===== src/rtl/seq_mult_stage.sv =====
// -----------------------------------------------------------------------------
// seq_mult_stage
//
// Iterative shift-add unsigned multiplier. Each enabled clock edge consumes one
// multiplier bit, so a product takes exactly B_WIDTH enabled edges after the
// edge that accepts start. The result is held on `product` for the M pipeline
// register downstream, and `done` serves as that register's enable.
//
// Ports:
//   clk      in   1        clock, rising edge
//   a_rst    in   1        asynchronous reset, active-high
//   ce       in   1        clock enable; when low every register holds
//   start    in   1        request a new multiply (sampled when ce=1 and idle)
//   a_in     in   A_WIDTH  multiplicand, captured with start
//   b_in     in   B_WIDTH  multiplier, captured with start
//   busy     out  1        operation in progress (this is the FSM state)
//   done     out  1        one-enabled-cycle pulse: product valid/updated
//   product  out  P_WIDTH  result; holds until the next completion
//
// Handshake: start is accepted only on an enabled edge while busy=0. That
// edge raises busy. Any start seen while busy=1 is dropped, and nothing is
// queued. The completion edge drops busy, raises done and updates product in
// the same edge. done clears on the next enabled edge. A start on that edge is
// accepted, which gives back-to-back operation. product changes only on a
// completion edge or on reset.
// -----------------------------------------------------------------------------
module seq_mult_stage #(
    parameter int A_WIDTH = 18,
    parameter int B_WIDTH = 18,
    parameter int P_WIDTH = A_WIDTH + B_WIDTH
) (
    input  logic               clk,
    input  logic               a_rst,
    input  logic               ce,
    input  logic               start,
    input  logic [A_WIDTH-1:0] a_in,
    input  logic [B_WIDTH-1:0] b_in,
    output logic               busy,
    output logic               done,
    output logic [P_WIDTH-1:0] product
);

    localparam int CNT_W = $clog2(B_WIDTH) + 1;
    localparam logic [CNT_W-1:0] LAST_CNT = CNT_W'(B_WIDTH - 1);

    typedef enum logic {
        S_IDLE = 1'b0,
        S_BUSY = 1'b1
    } state_t;

    state_t             state, state_nxt;
    logic [P_WIDTH-1:0] acc, acc_nxt;
    logic [P_WIDTH-1:0] mcand, mcand_nxt;
    logic [B_WIDTH-1:0] mult_reg, mult_nxt;
    logic [CNT_W-1:0]   count, count_nxt;
    logic [P_WIDTH-1:0] product_nxt;
    logic               done_nxt;
    logic [P_WIDTH-1:0] acc_sum;

    // The partial add for the current iteration. The completion edge loads it
    // straight into product, so the last partial product is included.
    assign acc_sum = acc + (mult_reg[0] ? mcand : '0);

    // busy is the state register itself, which keeps the FSM state visible.
    assign busy = (state == S_BUSY);

    always_ff @(posedge clk or posedge a_rst) begin
        if (a_rst) begin
            state    <= S_IDLE;
            acc      <= '0;
            mcand    <= '0;
            mult_reg <= '0;
            count    <= '0;
            product  <= '0;
            done     <= 1'b0;
        end else if (ce) begin
            state    <= state_nxt;
            acc      <= acc_nxt;
            mcand    <= mcand_nxt;
            mult_reg <= mult_nxt;
            count    <= count_nxt;
            product  <= product_nxt;
            done     <= done_nxt;
        end
    end

    always_comb begin
        state_nxt   = state;
        acc_nxt     = acc;
        mcand_nxt   = mcand;
        mult_nxt    = mult_reg;
        count_nxt   = count;
        product_nxt = product;
        done_nxt    = 1'b0;

        case (state)
            S_IDLE: begin
                if (start) begin
                    mcand_nxt = {{(P_WIDTH - A_WIDTH){1'b0}}, a_in};
                    mult_nxt  = b_in;
                    acc_nxt   = '0;
                    count_nxt = '0;
                    state_nxt = S_BUSY;
                end
            end
            S_BUSY: begin
                acc_nxt   = acc_sum;
                mcand_nxt = mcand << 1;
                mult_nxt  = mult_reg >> 1;
                count_nxt = count + 1'b1;
                if (count == LAST_CNT) begin
                    product_nxt = acc_sum;
                    done_nxt    = 1'b1;
                    state_nxt   = S_IDLE;
                end
            end
            default: begin
                state_nxt = S_IDLE;
            end
        endcase
    end

endmodule


===== config.mk =====
export PLATFORM = sky130hd
export DESIGN_NAME = seq_mult_stage
export DESIGN_NICKNAME = d
export VERILOG_FILES = /design/src/rtl/seq_mult_stage.sv
export SDC_FILE = /design/constraint.sdc
export NUM_CORES = 1
export LEC_CHECK = 0
export ABC_AREA = 0
export BUFFER_PORTS_ARGS = -buffer_cell sky130_fd_sc_hd__buf_2
export CORE_UTILIZATION = 47
export DETAILED_ROUTE_END_ITERATION = 7
export GPL_ROUTABILITY_DRIVEN = 0
export PLACE_DENSITY = 0.66
export SLEW_MARGIN = 10
export SYNTH_ARGS = -nofsm -noshare
export SYNTH_HDL_FRONTEND = slang
export SYNTH_SLANG_ARGS = --single-unit

===== constraint.sdc =====
create_clock -name clk -period 13.4 [get_ports clk]
set_input_delay 2.68 -clock clk [delete_from_list [all_inputs] [get_ports clk]]
set_output_delay 2.68 -clock clk [all_outputs]
set_load 0.01 [all_outputs]

Word level (Yosys, flattened, before mapping)
Cells that the tools add are included.
{ "classes": {"n_addsub": 2, "eq_ne": 2, "n_mux": 14, "bitwise": 1, "reduce_logical": 2} }
{ "ops": {"columns": ["op", "count"], "rows": [
  ["36-bit case mux with 2 select lines", 2],
  ["36-bit two-way mux", 3],
  ["36-bit adder", 1],
  ["18-bit case mux with 2 select lines", 1],
  ["18-bit two-way mux", 1],
  ["6-bit case mux with 2 select lines", 1],
  ["6-bit by 1-bit adder with 6-bit output, second input constant", 1],
  ["6-bit by 5-bit == test with 1-bit output, second input constant", 1],
  ["6-bit two-way mux", 1],
  ["1-bit two-way mux", 4],
  ["3-bit AND reduction", 1],
  ["2-bit inequality test, second input constant", 1],
  ["1-bit case mux with 2 select lines", 1],
  ["2-bit AND reduction", 1],
  ["1-bit inverter", 1]
]} }
{ "totals": {"regBits": 134, "input_bits": 40, "output_inout_bits": 38, "wordCells": 28} }

Logic depth before layout (Yosys ltp)
Gate-level depths: netlist (run 1).
{ "logic_depth": {"depth_word": 3, "ltp_mapped": 14, "ltp_nobuf": 12} }

Worst setup path before layout (run 1)
OpenSTA, ideal clock, no wires.
{ "synth_path": {"kind": "input-to-reg", "start": "input port ce", "end": "register product[17]", "setup_time_ns": 0.065, "arrival_ns": 3.973, "required_ns": 13.335, "path_slack_ns": 9.362, "path_stages": 8, "path_buffers": 4, "path_cell_list": "and2_1 -> buf_6 -> and4b_1 -> clkbuf_1 -> clkbuf_1 -> clkbuf_1 -> nand2_1 -> nand2_1"} }
{ "synth_via": {"elab_chain_cells": 1} }
{ "synth_lines": {"columns": ["element", "line", "source"], "rows": [
  ["start, declared", "34", "input logic ce,"],
  ["3-bit AND reduction (no source line)", null, null],
  ["end signal, assigned", "82", "product <= product_nxt;"],
  ["end, declared", "40", "output logic [P_WIDTH-1:0] product"]
]} }
Every way passes these cells.
A chain may end at the register's enable or synchronous reset.

Worst setup path after layout (run 1)
{ "layout_path": {"start": "input port ce", "end": "register product[35]"} }
The elaborated chain is that of the path after synthesis.

==> flow_metrics.tcl, run 1 <==
set metrics [dict create \
    power_leakage_nw 4.38 \
    floorplan.initialDensity_pct 48.7 \
    vias 5980 \
    rows 45 \
    grt_overflow 0 \
    hold_class "reg2reg" \
    area_growth_pct 14.6 \
    tns_ps 0 \
    drive_above_1_share_pct 15.4 \
    die-area_mm2 0.0164 \
    cap_violations 0 \
    cts.path.max_buffers 2 \
    critical_path_class "in2reg" \
    wl_per_cell_um 15.9 \
    syn-num-nets 868 \
    grt_max_degree 91 \
    finalHoldViolCount 0 \
    power_density_mw_per_mm2 178 \
    path_cells "buf_2, and2_1, buf_4, nand4b_1, buf_4, nor3_1, a211oi_1" \
    finClkSkew_ps 13.1 \
    critPathRequiredTime_ps 13690 \
    grt_pass1_vias 5756 \
    antenna_found_initial 0 \
    clock_latency_ps 420 \
    first_pass_iters 7 \
    hold_buffers 0 \
    ys_seq_elements 134 \
    whs_ps 472 \
    fin_nets 927 \
    syn_inst 790 \
    port_buffers 77 \
    slowest_stage "nand4b_1" \
    tightest_slew_ps 1100 \
    setup_viol 0 \
    timing.final.crit_period_ps 4730 \
    rsz0062_at_grt "no" \
    ys_seq_area_share_pct 44.8 \
    antenna_left 0 \
    core_mm2 0.0154 \
    status "completed" \
    cts_resized 0 \
    io_pins 78 \
    dp_hpwl_um 12100 \
    h-tree-depth 4 \
    async_reset_ff_share_pct 100 \
    avgViaCountPerCell 5.58 \
    track_usage_pct 22.1 \
    worstPathArrival_ps 5030 \
    drv_slew 0 \
    start_kind "primary input" \
    fp.dieW_um 128 \
    wirelength_um 17000 \
    grt_pass1_wl_um 28300 \
    top_regs "acc (36), mcand (36), product (36)" \
    slew_headroom_pct 26.7 \
    yosysWarnings 0 \
    timing.final.crit_share_pct 35.3 \
    clkTransAtPathRegs_ps 60 \
    synth_edf_count 0 \
    peakVddDrop_uv 115 \
    cp_slowest_stage_delay_ps 760 \
    crit_path_max_fanout 52 \
    clock-sinks 134 \
    cts_root_buf "clkbuf_16" \
    drt_iter0_drc 338 \
    synth_ff_type "dfrtp_1" \
    cts_buffers 17 \
    die_y_um 128 \
    cts_tree "built" \
    antenna_cells 0 \
    ys_types 62 \
    worstSetupEndpointType "flip-flop" \
    crit_top_cell "buf_4" \
    synth_area_mm2 0.00749 \
    cts_setup_buffers 0 \
    avgSynthCellArea_um2 9.48 \
    fmax_ghz 0.211 \
    drt_drc_violations_left 0 \
]
-- worst paths after layout --
kind | from | end | slack, ps | cells past startpoint
max | ce | product[35]$_DFFE_PP0P_ | 8670 | 7
min reg2reg | product[17]$_DFFE_PP0P_ | product[17]$_DFFE_PP0P_ | 470 | 2
min in group asynchronous | a_rst | mult_reg[15]$_DFFE_PP0P_ | 2370 | 2
min | product[17]$_DFFE_PP0P_ | product[17]$_DFFE_PP0P_ | 470 | 2
max in group asynchronous | a_rst | acc[19]$_DFFE_PP0P_ | 9610 | 3
max reg2reg | mult_reg[0]$_DFFE_PP0P_ | product[34]$_DFFE_PP0P_ | 9440 | 12
-- per-layer routing --
metal,vias up,GRT usage [%],share of wire [%]
met1,2856,30.1,47
met5,-,0,0
met3,33,4.97,4.8
met2,165,33.7,46
met4,0,9.69,2.5
li1,2926,-,-
-- cells in the mapped netlist (3+ instances only) --
library cell  count  area (µm²)
nand3_1          14        70.1
a22o_1           44         385
a21oi_1          35         175
mux2i_1          37         370
and2_1           38         238
nand4_1          11        68.8
ha_1             37         463
mux2_2            5        56.3
or3_1             3        18.8
o21a_1            4        30.0
a31oi_1           8        50.1
xnor2_1          22         193
o21ai_0          80         400
clkbuf_1         29         109
o211ai_1          3        22.5
dfrtp_1         134        3350
nor3_1            8        40.0
inv_1            16        60.1
nand2_1         144         541
nor2_1           28         105
a21o_1           14         105
buf_1             5        18.8
nor2b_1           4        25.0
nand4b_1          3        26.3
a22oi_1           3        22.5
xor2_1           10        87.6
o21bai_1          5        37.5
buf_6             4        45.0
-- metrics by stage --
stage | setup slack, ps | cell area, µm² | util [%] | std cells | total power, mW
global placement | 8330 | 7990 | 52.0 | 1041 | 1.05
detailed placement | 8200 | 7990 | 52.0 | 1041 | 1.07
finish | 8670 | 8590 | 55.9 | 1072 | 1.53
global route | 8490 | 8590 | 55.9 | 1072 | 1.63
floorplan | 7140 | 7490 | - | 790 | 0.943
CTS | 8670 | 8590 | 55.9 | 1072 | 1.54
-- cells by family (layout without fill, tap and decap cells) --
group | after synthesis | after routing | share of synthesized area [%]
flops | 134 | 134 | 44.8
mux | 42 | 42 | 5.70
fa+ha+maj | 38 | 38 | 6.45
simple gates | 262 | 262 | 15.9
compound gates | 224 | 224 | 19.9
buf+inv | 58 | 129 | 3.49
xor+xnor | 32 | 32 | 3.74
-- power by group --
part | internal [mW] | switching (mW)
clock | 0.295 | 0.174
sequential | 0.532 | 0.109
combinational | 0.186 | 0.236
total | 1.01 | 0.520
-- cell type report --
| class | count | area, µm² |
|---|---|---|
| Tap cell | 211 | 264 |
| Inverter | 16 | 62.6 |
| Multi-Input combinational cell | 598 | 3890 |
| Timing Repair Buffer | 82 | 423 |
| Sequential cell | 134 | 3350 |
| Clock buffer | 18 | 439 |
| Clock inverter | 13 | 158 |
| Fill cell | 1409 | 6780 |
-- cells in the final DEF, fill, tap and decap left out, drive strengths merged, types with 3 or more instances in the layout --
master	synthesis	layout
nand2	144	144
dfrtp	134	134
o21ai	83	83
buf	11	82
a22o	44	44
and2	38	38
mux2i	37	37
ha	37	37
a21oi	37	37
nor2	29	29
xnor2	22	22
clkbuf	31	18
inv	16	16
a21o	16	16
nand3	14	14
nand4	11	11
xor2	10	10
a31oi	8	8
nor3	8	8
clkinv	0	6
o21bai	5	5
mux2	5	5
nor2b	4	4
o21a	4	4
clkinvlp	0	4
o211ai	3	3
a22oi	3	3
or3	3	3
nand4b	3	3
bufinv	0	3
-- worst max-delay path: cells and delay by family --
family                 cells  cell delay (ps)
buffers and inverters      3             1110
AOI/OAI and AO/OA          1               90
and+or+nand+nor            3             1120
Power figures use the tool's default switching activity.
==> run 2: changes to the inputs <==
--- a/config.mk
+++ b/config.mk
@@ -10,7 +10,7 @@
 export CORE_UTILIZATION = 47
 export DETAILED_ROUTE_END_ITERATION = 7
 export GPL_ROUTABILITY_DRIVEN = 0
-export PLACE_DENSITY = 0.66
+export PLACE_DENSITY = 0.69
 export SLEW_MARGIN = 10
 export SYNTH_ARGS = -nofsm -noshare
 export SYNTH_HDL_FRONTEND = slang
==> constraint.sdc (replaced) <==
create_clock -name clk -period 4.2 [get_ports clk]
set_input_delay 0.84 -clock clk [delete_from_list [all_inputs] [get_ports clk]]
set_output_delay 0.84 -clock clk [all_outputs]
set_load 0.01 [all_outputs]
==> run 2 against run 1 <==
Compared with the run above:
- routed wire length decreased by 0.63%
- sequential power grew to 3.1 times the previous value
- flip-flop and latch count is the same
- die area unchanged
- final area rose by 0.50%
- via count is 2.0% lower
- register-to-register slack got worse by 8500 ps
- final cell count increased by 0.65%
- global-route usage rose by 0.41 points
- critical path depth up 4
- largest cell class unchanged
- largest power group unchanged
- highest routed layer unchanged
==> flow_metrics.tcl, run 2 (synthesis results as in run 1) <==
set metrics [dict create \
    r2r.worst_path.cells 11 \
    io_pins 78 \
    grt_pass1_vias 5806 \
    drv_slew 0 \
    fmax_ghz 0.307 \
    busiest_layer "met2" \
    pwr-share-seq_pct 41.5 \
    drt_drc_violations_left 0 \
    r2r_start "mult_reg[0]$_DFFE_PP0P_" \
    rsz0062_at_grt "no" \
    p_comb_share_pct 28.9 \
    vias 5862 \
    final_common_cell "nand2_1" \
    final_util_pct 56.1 \
    critical_path_class "reg2reg" \
    finClkSkew_ps 13.1 \
    hp-start "product[27]$_DFFE_PP0P_" \
    intPower_mw 3.14 \
    worstSetupEndpointType "flip-flop" \
    hold_depth 2 \
    final.fill_count 1400 \
    first_pass_iters 5 \
    die-area_mm2 0.0164 \
    grt_max_degree 60 \
    p_sw_share_pct 35.1 \
    cts.path.max_buffers 2 \
    timing.final.crit_share_pct 77.5 \
    start_kind "flip-flop" \
    power_density_mw_per_mm2 560 \
    cts_root_buf "clkbuf_16" \
    worstPathArrival_ps 3550 \
    dp_hpwl_um 12200 \
    top_regs "acc (36), mcand (36), product (36)" \
    grt_pass1_wl_um 28900 \
    tns_ps 0 \
    p_clk_share_pct 29.6 \
    rows 45 \
    track_usage_pct 22.5 \
    die_y_um 128 \
    antenna_left 0 \
    grt_util_met2_pct 34.8 \
    multi_input_area_mm2 0.00389 \
    port_buffers 77 \
    seqCellArea_mm2 0.00335 \
    whs_ps 467 \
    wirelength_um 16900 \
    peakVddDrop_uv 374 \
    cts_resized 0 \
    crit_path_max_fanout 22 \
    slew_headroom_pct 30.1 \
    finalHoldViolCount 0 \
    avgViaCountPerCell 5.43 \
    fp.dieW_um 128 \
    clock_latency_ps 430 \
    drt_iter0_drc 309 \
    cts_setup_buffers 0 \
    wl_per_cell_um 15.7 \
    layout_common_cells "144 x nand2_1, 133 x dfrtp_1, 80 x o21ai_0" \
    setup_viol 0 \
    grtUsageMet3_pct 4.97 \
    grt_overflow 0 \
    floorplan.initialDensity_pct 48.7 \
    gr-usage-met1_pct 31.0 \
    fin_nets 933 \
    hold_buffers 0 \
    antenna_cells 0 \
    core_mm2 0.0154 \
    area_growth_pct 15.2 \
    clock-sinks 134 \
    power_switching_mw 1.70 \
    h-tree-depth 4 \
    status "completed" \
    hold_class "reg2reg" \
    critPathRequiredTime_ps 4490 \
    timing.final.crit_period_ps 3260 \
    power_leakage_nw 4.40 \
    cts_buffers 17 \
    crit_start "mult_reg[0]$_DFFE_PP0P_" \
    cts_tree "built" \
    tightest_slew_ps 1050 \
    drive_above_1_share_pct 16.1 \
    cap_violations 0 \
    clkTransAtPathRegs_ps 60 \
    antenna_found_initial 0 \
]
run 2: path summary, 6_finish.rpt:
path	to	slack, ps
worst min register to register	product[27]$_DFFE_PP0P_	470
min in group asynchronous	product[8]$_DFFE_PP0P_	650
worst max-delay path	product[23]$_DFFE_PP0P_	940
max in group asynchronous	acc[31]$_DFFE_PP0P_	2580
worst min-delay path	product[27]$_DFFE_PP0P_	470
worst max register to register	product[23]$_DFFE_PP0P_	940
run 2: metrics by stage:
stage                     std cells  power, mW  worst slack [ps]  cell area, µm²
final                          1079       4.84               943            8630
after global routing           1079       5.16               606            8630
after CTS                      1079       4.87               921            8630
after detailed placement       1047       3.43               932            8060
after global placement         1047       3.39               992            8060
after floorplan                 790       3.01              1270            7490
run 2: final cells by class:
type | instances | area share (%)
clock buffer | 19 | 5.13
inverter | 16 | 0.739
multi-input combinational | 598 | 45.1
timing repair buffer | 88 | 5.71
clock inverter | 13 | 1.44
tap | 211 | 3.06
sequential | 134 | 38.9
run 2: critical path, stage by stage (launching register included):
cell and delay, ps:
dfrtp_1 710, buf_4 290, and2_1 150, ha_1 280
a21o_1 200, a31o_1 230, o32ai_4 330, o21ai_2 170
a41oi_1 320, a21oi_1 140, xnor2_1 190, o21ai_0 110
run 2: routing by layer:
metal	vias to the layer above	part of all wire, %
met5	-	0
met4	0	1.7
met3	18	4.0
met2	122	45
met1	2782	50
li1	2940	-
run 2: power by group through the flow:
stage,Combinational [mW],Clock (mW),Sequential (mW)
6_report,1.40,1.43,2.01
5_1_grt,1.58,1.51,2.07
4_1_cts,1.41,1.46,2.01
3_5_place_dp,1.41,0,2.02
3_3_place_gp,1.37,0,2.02
2_1_floorplan,1.07,0,1.94
==> run 3: changes to the inputs <==
--- a/config.mk
+++ b/config.mk
@@ -10,7 +10,7 @@
 export CORE_UTILIZATION = 47
 export DETAILED_ROUTE_END_ITERATION = 7
 export GPL_ROUTABILITY_DRIVEN = 0
-export PLACE_DENSITY = 0.69
+export PLACE_DENSITY = 0.66
 export SLEW_MARGIN = 10
 export SYNTH_ARGS = -nofsm -noshare
 export SYNTH_HDL_FRONTEND = slang
==> constraint.sdc (replaced) <==
create_clock -name clk -period 3.16 [get_ports clk]
set_input_delay 0.632 -clock clk [delete_from_list [all_inputs] [get_ports clk]]
set_output_delay 0.632 -clock clk [all_outputs]
set_load 0.01 [all_outputs]
==> run 3 against run 2 <==
Compared with the run above:
- first-iteration DRC count up 49%
- via count up 2.7%
- critical path depth unchanged
- combinational power up 37%
- total power up 35%
- worst hold slack worse by 130 ps
- final area up 0.90%
- non-clock buffer count up 5
- critical endpoint is now acc[31]$_DFFE_PP0P_
==> flow_metrics.tcl, run 3 (synthesis results as in run 1) <==
set metrics [dict create \
    status "completed" \
    floorplan.initialDensity_pct 48.7 \
    area_growth_pct 16.3 \
    final_common_cell "nand2_1" \
    drt_iter0_drc 459 \
    clock_latency_ps 430 \
    path_delay_family "simple AND/OR/NAND/NOR gates" \
    drv_slew 0 \
    cts_buffers 17 \
    p_comb_share_pct 29.4 \
    grt_max_degree 91 \
    h-tree-depth 4 \
    finalHoldViolCount 0 \
    port_buffers 77 \
    placed_cell_area_mm2 0.00809 \
    grt_pass1_vias 6021 \
    rows 45 \
    path_cells "buf_4, and2_1, ha_1, nand2_1, nor3_2, nand3_1, o211ai_1, a21oi_2, o21ai_2, xnor2_1, o21ai_0" \
    timing.final.crit_share_pct 92.9 \
    grt_pass1_wl_um 29500 \
    die_y_um 128 \
    fin_area_mm2 0.00871 \
    path_buf_inv 1 \
    total_power_mw 6.54 \
    drt_drc_violations_left 0 \
    grt_overflow 0 \
    first_pass_iters 6 \
    cts.path.max_buffers 2 \
    pwr-share-seq_pct 40.3 \
    cts_tree "built" \
    power_switching_mw 2.24 \
    top_regs "acc (36), mcand (36), product (36)" \
    start_kind "flip-flop" \
    drive_above_1_share_pct 16.8 \
    slowest_stage "dfrtp_1" \
    setup_viol 0 \
    core_mm2 0.0154 \
    power_leakage_nw 4.44 \
    fp.dieW_um 128 \
    vias 6018 \
    timing.final.crit_period_ps 2930 \
    p_clk_share_pct 30.3 \
    antenna_cells 0 \
    die-area_mm2 0.0164 \
    avgViaCountPerCell 5.55 \
    wl_per_cell_um 16.0 \
    crit_path_max_fanout 18 \
    cts_root_buf "clkbuf_16" \
    cap_violations 0 \
    wirelength_um 17400 \
    worstPathArrival_ps 3220 \
    layout_common_cells "144 x nand2_1, 133 x dfrtp_1, 78 x o21ai_0" \
    io_pins 78 \
    tightest_slew_ps 803 \
    antenna_left 0 \
    dp_hpwl_um 12400 \
    clkTransAtPathRegs_ps 60 \
    hold_class "in2async" \
    peakVddDrop_uv 371 \
    antenna_found_initial 0 \
    track_usage_pct 22.9 \
    p_sw_share_pct 34.3 \
    worstSetupEndpointType "flip-flop" \
    fmax_ghz 0.341 \
    slew_headroom_pct 46.4 \
    finClkSkew_ps 10.5 \
    critical_path_class "reg2reg" \
    power_density_mw_per_mm2 751 \
    critPathRequiredTime_ps 3440 \
    intPower_mw 4.30 \
    clock-sinks 134 \
    cp_slowest_stage_delay_ps 430 \
    fin_nets 938 \
]
## run 3: worst paths after layout
check                                                end  slack, ps  depth (start not counted)               startpoint
worst max-delay path                 acc[31]$_DFFE_PP0P_        230                         11  mult_reg[0]$_DFFE_PP0P_
worst min-delay path               mcand[15]$_DFFE_PP0P_        330                          2                    a_rst
worst max register to register       acc[31]$_DFFE_PP0P_        230                         11  mult_reg[0]$_DFFE_PP0P_
worst min register to register   product[18]$_DFFE_PP0P_        470                          2  product[18]$_DFFE_PP0P_
max in group asynchronous        product[24]$_DFFE_PP0P_       2090                          3                    a_rst
min in group clk                mult_reg[17]$_DFFE_PP0P_        410                          2                 b_in[17]
## run 3: final cells by class
class                           count  area (µm²)
Fill cell                        1370        6660
Multi-Input combinational cell    598        3900
Sequential cell                   134        3350
Timing Repair Buffer               93         531
Clock buffer                       21         470
Tap cell                          211         264
Clock inverter                     11         123
Inverter                           16        63.8
## run 3: stage by stage
| step | std cells | utilization [%] | setup slack, ps | hold WS, ps | TNS [ps] |
|---|---|---|---|---|---|
| 6_report | 1084 | 56.7 | 225 | 335 | 0 |
| 5_1_grt | 1084 | 56.7 | -12.8 | 380 | -29.1 |
| 4_1_cts | 1083 | 56.5 | 150 | 339 | 0 |
| 3_5_place_dp | 1051 | 52.6 | 175 | 457 | 0 |
| 3_3_place_gp | 1051 | 52.6 | 282 | 449 | 0 |
| 2_1_floorplan | 790 | - | 227 | 450 | 0 |
## run 3: power groups by stage
stage / clock, mW / sequential [mW] / combinational [mW]
finish: 1.98 / 2.64 / 1.92
global route: 2.09 / 2.72 / 2.17
CTS: 2.02 / 2.64 / 1.93
detailed placement: 0 / 2.66 / 1.92
global placement: 0 / 2.64 / 1.85
floorplan: 0 / 2.58 / 1.42
## run 3: repair_timing
action,in CTS,in global routing
hold buffers,0,0
resized for setup,0,5
setup endpoints to repair,0,9
setup buffers,0,1
## run 3: routing by layer
| metal | part of all wire [%] | global-route usage [%] | routed length (µm) | vias to the layer above |
|---|---|---|---|---|
| met2 | 46 | 35.6 | 8050 | 179 |
| met4 | 1.4 | 8.10 | 252 | 0 |
| met1 | 47 | 31.1 | 8180 | 2870 |
| met3 | 5.2 | 5.63 | 904 | 19 |
| met5 | 0 | 0 | 0 | - |
| li1 | - | - | - | 2950 |
